### src/rtl/cache_axi_arbiter_pkg.sv
// Shared definitions for the cache-side AXI port arbiter: FSM encodings,
// default geometry and requester indices.
package cache_axi_defs;

  localparam int LEN_W_DEF      = 4;
  localparam int LINE_OFF_W_DEF = 5;

  localparam logic [1:0] R_IDLE = 2'd0;
  localparam logic [1:0] R_IC   = 2'd1;
  localparam logic [1:0] R_DC   = 2'd2;

  localparam logic [0:0] W_IDLE = 1'b0;
  localparam logic [0:0] W_BUSY = 1'b1;

  localparam int REQ_IC = 0;
  localparam int REQ_DC = 1;

endpackage

### src/rtl/cache_axi_arbiter_rr_arb2.sv
// Two-input round-robin picker. On a tie the requester that did not win
// last time is chosen; last_gnt only moves when the grant is consumed.
module rr_arb2
  import cache_axi_defs::*;
(
  input  logic       clk,
  input  logic       rst,
  input  logic [1:0] req,
  input  logic       take,
  output logic [1:0] gnt
);

  logic last_gnt;  // 0: ICache won last, 1: DCache won last

  always_comb begin
    gnt = req;
    if (&req) gnt = last_gnt ? 2'b01 : 2'b10;
  end

  always_ff @(posedge clk or posedge rst) begin
    if (rst)                last_gnt <= 1'b0;
    else if (take && |gnt)  last_gnt <= gnt[REQ_DC];
  end

endmodule

### src/rtl/cache_axi_arbiter.sv
// Shares the cache-side AXI port between ICache refill, DCache refill and
// DCache writeback. Read and write channels run independent FSMs.
module cache_axi_arbiter
  import cache_axi_defs::*;
#(
  parameter int LINE_OFF_W = LINE_OFF_W_DEF,
  parameter int LEN_W      = LEN_W_DEF
) (
  input  logic             clk,
  input  logic             rst,
  input  logic             ic_req_i,
  input  logic [31:0]      ic_addr_i,
  input  logic [LEN_W-1:0] ic_len_i,
  output logic             ic_rvalid_o,
  output logic             ic_rlast_o,
  input  logic             dc_req_i,
  input  logic [31:0]      dc_addr_i,
  input  logic [LEN_W-1:0] dc_len_i,
  output logic             dc_rvalid_o,
  output logic             dc_rlast_o,
  output logic [31:0]      rdata_o,
  input  logic             wb_req_i,
  input  logic [31:0]      wb_addr_i,
  input  logic [LEN_W-1:0] wb_len_i,
  input  logic [3:0]       wb_sel_i,
  input  logic [31:0]      wb_data_i,
  output logic             wb_beat_ack_o,
  output logic             wb_done_o,
  output logic             axi_ce_o,
  output logic             axi_ren_o,
  output logic [31:0]      axi_raddr_o,
  output logic [LEN_W-1:0] axi_rlen_o,
  output logic             axi_rready_o,
  input  logic [31:0]      axi_rdata_i,
  input  logic             axi_rvalid_i,
  output logic             axi_wen_o,
  output logic [31:0]      axi_waddr_o,
  output logic [LEN_W-1:0] axi_wlen_o,
  output logic [3:0]       axi_sel_o,
  output logic [31:0]      axi_wdata_o,
  output logic             axi_wvalid_o,
  output logic             axi_wlast_o,
  input  logic             axi_bvalid_i
);

  logic [1:0]       r_state;
  logic [0:0]       w_state;
  logic [LEN_W-1:0] beat_cnt;
  logic [LEN_W-1:0] wbeat_cnt;
  logic             r_idle, r_ic, r_dc, w_busy;
  logic             ic_blk, dc_blk, rd_at_last;
  logic [1:0]       elig, gnt;

  assign r_idle = (r_state == R_IDLE);
  assign r_ic   = (r_state == R_IC);
  assign r_dc   = (r_state == R_DC);
  assign w_busy = (w_state == W_BUSY);

  // A refill of the line currently being written back would fetch stale data.
  assign ic_blk = w_busy && (ic_addr_i[31:LINE_OFF_W] == axi_waddr_o[31:LINE_OFF_W]);
  assign dc_blk = w_busy && (dc_addr_i[31:LINE_OFF_W] == axi_waddr_o[31:LINE_OFF_W]);

  always_comb begin
    elig         = '0;
    elig[REQ_IC] = ic_req_i && !ic_blk;
    elig[REQ_DC] = dc_req_i && !dc_blk;
  end

  rr_arb2 u_arb (
    .clk  (clk),
    .rst  (rst),
    .req  (elig),
    .take (r_idle),
    .gnt  (gnt)
  );

  // Read channel
  always_ff @(posedge clk or posedge rst) begin
    if (rst) begin
      r_state     <= R_IDLE;
      beat_cnt    <= '0;
      axi_raddr_o <= '0;
      axi_rlen_o  <= '0;
    end else begin
      case (r_state)
        R_IDLE: begin
          beat_cnt <= '0;
          if (gnt[REQ_IC]) begin
            r_state     <= R_IC;
            axi_raddr_o <= ic_addr_i;
            axi_rlen_o  <= ic_len_i;
          end else if (gnt[REQ_DC]) begin
            r_state     <= R_DC;
            axi_raddr_o <= dc_addr_i;
            axi_rlen_o  <= dc_len_i;
          end
        end
        R_IC, R_DC: begin
          if (axi_rvalid_i) begin
            beat_cnt <= beat_cnt + 1'b1;
            if (rd_at_last) r_state <= R_IDLE;
          end
        end
        default: r_state <= R_IDLE;
      endcase
    end
  end

  assign rd_at_last   = (beat_cnt == axi_rlen_o);
  assign axi_ren_o    = r_ic | r_dc;
  assign axi_rready_o = axi_ren_o;
  assign ic_rvalid_o  = r_ic & axi_rvalid_i;
  assign dc_rvalid_o  = r_dc & axi_rvalid_i;
  assign ic_rlast_o   = ic_rvalid_o & rd_at_last;
  assign dc_rlast_o   = dc_rvalid_o & rd_at_last;
  assign rdata_o      = axi_rdata_i;

  // Write channel: one burst, each bvalid acknowledges one beat
  always_ff @(posedge clk or posedge rst) begin
    if (rst) begin
      w_state     <= W_IDLE;
      wbeat_cnt   <= '0;
      axi_waddr_o <= '0;
      axi_wlen_o  <= '0;
      axi_sel_o   <= '0;
    end else begin
      case (w_state)
        W_IDLE: begin
          if (wb_req_i) begin
            w_state     <= W_BUSY;
            wbeat_cnt   <= '0;
            axi_waddr_o <= wb_addr_i;
            axi_wlen_o  <= wb_len_i;
            axi_sel_o   <= wb_sel_i;
          end
        end
        W_BUSY: begin
          if (axi_bvalid_i) begin
            wbeat_cnt <= wbeat_cnt + 1'b1;
            if (axi_wlast_o) w_state <= W_IDLE;
          end
        end
        default: w_state <= W_IDLE;
      endcase
    end
  end

  assign axi_wen_o     = w_busy;
  assign axi_wvalid_o  = w_busy;
  assign axi_wdata_o   = w_busy ? wb_data_i : '0;
  assign axi_wlast_o   = w_busy && (wbeat_cnt == axi_wlen_o);
  assign wb_beat_ack_o = w_busy & axi_bvalid_i;
  assign wb_done_o     = wb_beat_ack_o & axi_wlast_o;
  assign axi_ce_o      = axi_ren_o | axi_wen_o;

endmodule

### config.mk
export PLATFORM = sky130hd
export DESIGN_NAME = cache_axi_arbiter
export DESIGN_NICKNAME = d
export VERILOG_FILES = /design/src/rtl/cache_axi_arbiter_pkg.sv /design/src/rtl/cache_axi_arbiter_rr_arb2.sv /design/src/rtl/cache_axi_arbiter.sv
export SDC_FILE = /design/constraint.sdc
export NUM_CORES = 1
export LEC_CHECK = 0
export BUFFER_PORTS_ARGS = -buffer_cell sky130_fd_sc_hd__buf_4
export CORE_AREA = 8 8 122 124
export CTS_CLUSTER_SIZE = 12
export DETAILED_ROUTE_END_ITERATION = 8
export DIE_AREA = 0 0 130 132
export PLACE_DENSITY = 0.89
export SETUP_SLACK_MARGIN = 0.05
export SLEW_MARGIN = 5
export SYNTH_ARGS = -nofsm -noshare
export SYNTH_HDL_FRONTEND = slang
export SYNTH_SLANG_ARGS = --single-unit
### constraint.sdc
create_clock -name clk -period 3.4 [get_ports clk]
set_input_delay 0.17 -clock clk [delete_from_list [all_inputs] [get_ports clk]]
set_output_delay 0.17 -clock clk [all_outputs]
set_load 0.01 [all_outputs]
==> metrics.md <==
| Metric | Value |
|---|---|
| Status | complete, no violations |
| Die area | 0.0172 mm2 |
| Fillers | 1,128 |
| Initial Util | 0.397 |
| Total routed wirelength | 20.8 mm |
| Area delta synth->final | 45.5% |
| Startpoint type of the worst setup path | flop |
| Sequential area share after synthesis | 0.427 |
| Clock Skew | 9.83 ps |
| Clock network power share | 0.160 |
| Syn_nets | 790 |
| Post-route ant nets | 0 |
| Post-route design area | 0.00749 mm2 |
| Proportion of layout cells with a drive suffix above 1 | 0.368 |
| Syn. warnings | 0 |
| Largest cells by area after synthesis | dfrtp_1 (43%), nand2_1 (9.1%), buf_4 (5.7%), xnor2_1 (5.3%), xor2_1 (5.1%) |
| Detailed-router iteration count before antenna repair | 6 |
| NumNets Final | 1,018 |
| Yosys cell types | 39 |
| Final Cycle Share | 0.837 |
| Sequential share of power | 0.327 |
| Power density over the cells | 825 mW/mm2 |
| DRT iter0 DRCs | 473 |
| Worst r2r dst | axi_raddr_o[3] |
| Pins Over Slew Limit | 0 |
| Final min period | 2840 ps |
| Final HPWL DP | 15.9 mm |
| Maximum root-to-sink buffer count | 2 |
| Synthesis-stage register bit count | 88 |
| Critical path data required time | 3570 ps |
| Wire per inst | 20.6 um |
| Die X | 130 um |
| N_diodes | 0 |
| Core Box Area | 0.0130 mm2 |
| Maximum vdd drop | 0.414 mV |
| Worst-path clk slew | 70 ps |
| Post-synth EDFFs | 0 |
| NetSw | 2.60 mW |
| Crit path DAT | 3010 ps |
| Largest net degree at the start of global routing | 74 |
| Vias | 5,422 |
| Hold Crit Depth | 3 |
| Hold EP | axi_waddr_o[28] |
| Chip height | 132 um |
| Fmax | 352 MHz |
| DRC viols | 0 |
| Reg2reg start | axi_waddr_o[13] |
| Synth area leader | dfrtp_1 |
| Share of the synthesized area in the top cell type | 0.427 |
| Sinks on Clock Net | 88 |
| Worst-Margin Slew | 1320 ps |
| Worst reg-to-reg setup slack | 560 ps |
| Post-Synthesis Cells | 602 |
| Max_cap viols | 0 |
| Initial antenna violation count | 0 |
| Switch share | 0.420 |
| RSZ-0062 raised after global routing | false |
| Avg Cell Area, Syn | 8.56 um2 |
| Most used DFF post-synth | dfrtp_1 |
| Vias in the first global route | 5,638 |
| Worst-path fanout max | 36 |
| Critical path class | flop to flop |
| Reg area | 0.00220 mm2 |
| CTS tree | built |
| FFs w/ async S/R, synth | 1.00 |
| Clock Latency Late Sink | 350 ps |
| Gpl congestion | 0.837 |
| Setup-failing EPs final | 0 |
| Synth Cell Area | 0.00515 mm2 |
| Most common cell after layout, fill and taps aside | buf_4 |
| Pleak | 3.63 nW |
| Max-slew headroom | 0.122 |
| Root Buffer | clkbuf_16 |
| IO buf count | 270 |
| I/O pins | 335 |
| Comb power frac | 0.513 |
| Gr usage total | 0.242 |
| Grt ovf | 0 |
| Setup_tns | 0 ps |
| Area after DPL | 0.00710 mm2 |
| Total internal power | 3.58 mW |
| H-tree depth | 3 |
| Worst hold start | wb_addr_i[28] |
| Vias per inst | 5.36 |
| Most frequent cells in the layout | buf_4 (278), nand2_1 (125), dfrtp_1 (88) |
| Multi-input gate area | 0.00251 mm2 |
| Final Hold Viols | 0 |
| Num rows | 42 |
| First-pass GRT wire length | 31.9 mm |
| CP Capture Type | flop |
| Reg2Reg Depth | 6 |
| Worst hold path class | input port to flop |
| CTS Buf Count | 9 |
[registers in the layout, summed over array words and instances (netlist names), 2 cells and up]
register	count
axi_raddr_o	32
axi_rlen_o	4
axi_sel_o	4
axi_waddr_o	32
axi_wlen_o	4
beat_cnt	4
r_state	2
wbeat_cnt	4
[stage by stage]
step | total power [mW] | utilization | instances | setup WS (ps) | hold slack, ps
detailed placement | 5.21 | 0.547 | 985 | 515 | 340
global placement | 5.11 | 0.547 | 985 | 487 | 340
finish | 6.18 | 0.577 | 1011 | 556 | 7.12
floorplan | 3.62 | - | 602 | 951 | 275
CTS | 6.22 | 0.577 | 1011 | 499 | 0.162
global route | 6.58 | 0.577 | 1011 | 313 | 4.96
[power groups by stage]
stage | Clock, mW | Combinational [mW] | Sequential [mW]
2_1_floorplan | 0 | 1.48 | 2.13
3_3_place_gp | 0 | 3.11 | 2.00
3_5_place_dp | 0 | 3.17 | 2.03
4_1_cts | 1.01 | 3.19 | 2.02
5_1_grt | 1.04 | 3.44 | 2.10
6_report | 0.987 | 3.17 | 2.02
[cells by family (layout without fill, tap and decap cells)]
family,Yosys count,count (layout),synth area share
AND/OR/NAND/NOR,266,266,0.245
AO/OA/AOI/OAI,96,96,0.113
flip-flops,88,88,0.427
buffers and inverters,83,316,0.0930
XOR/XNOR,61,61,0.104
adder cells (fa/ha/maj),5,5,0.0121
multiplexers,3,3,0.00631
[final cells by class]
class,count,area share
Sequential cell,88,0.294
Clock buffer,12,0.0356
Tap cell,176,0.0294
Clock inverter,4,0.00351
Timing Repair Buffer,290,0.297
Multi-Input combinational cell,431,0.335
Inverter,10,0.00534
[cells in the mapped netlist (all sizes together) (2+ instances only)]
library cell / count
nand2: 125
dfrtp: 88
buf: 49
o21ai: 43
nand3: 40
and2: 38
nor3: 38
a31oi: 37
xnor2: 31
xor2: 30
clkbuf: 24
inv: 10
nand4: 9
nor4: 8
ha: 5
a22o: 4
a21oi: 3
nor2b: 3
mux2: 2
nor2: 2
o22ai: 2
[how the worst max path moves through the flow]
stage,from,endpoint,slack (ps),cells after the start
final,axi_waddr_o[13],axi_raddr_o[3],560,6
after global routing,axi_waddr_o[13],axi_raddr_o[4],310,6
after CTS,axi_waddr_o[13],axi_raddr_o[3],500,6
after detailed placement,axi_waddr_o[13],axi_raddr_o[3],520,6
after global placement,axi_waddr_o[13],axi_raddr_o[0],490,6
after floorplan,rst,axi_raddr_o[0],950,1
[worst max-delay path: stages (launching register included)]
cell and delay, ps:
dfrtp_1 440, xor2_1 200, nor4_1 430, nand4_1 310, o21a_1 730, o21ai_0 400
a31oi_1 130
[layer usage]
layer,share of wire,track usage,vias to the layer above
li1,-,-,2475
met1,0.39,0.289,2567
met2,0.47,0.390,319
met3,0.10,0.0805,61
met4,0.036,0.0943,0
met5,0,0,-
[what timing repair did]
action	4_1_cts	5_1_grt
resized for setup	0	0
hold endpoints to repair	10	0
setup buffers	0	0
hold buffers	10	0
No activity file was read; power rests on OpenSTA's default activity.
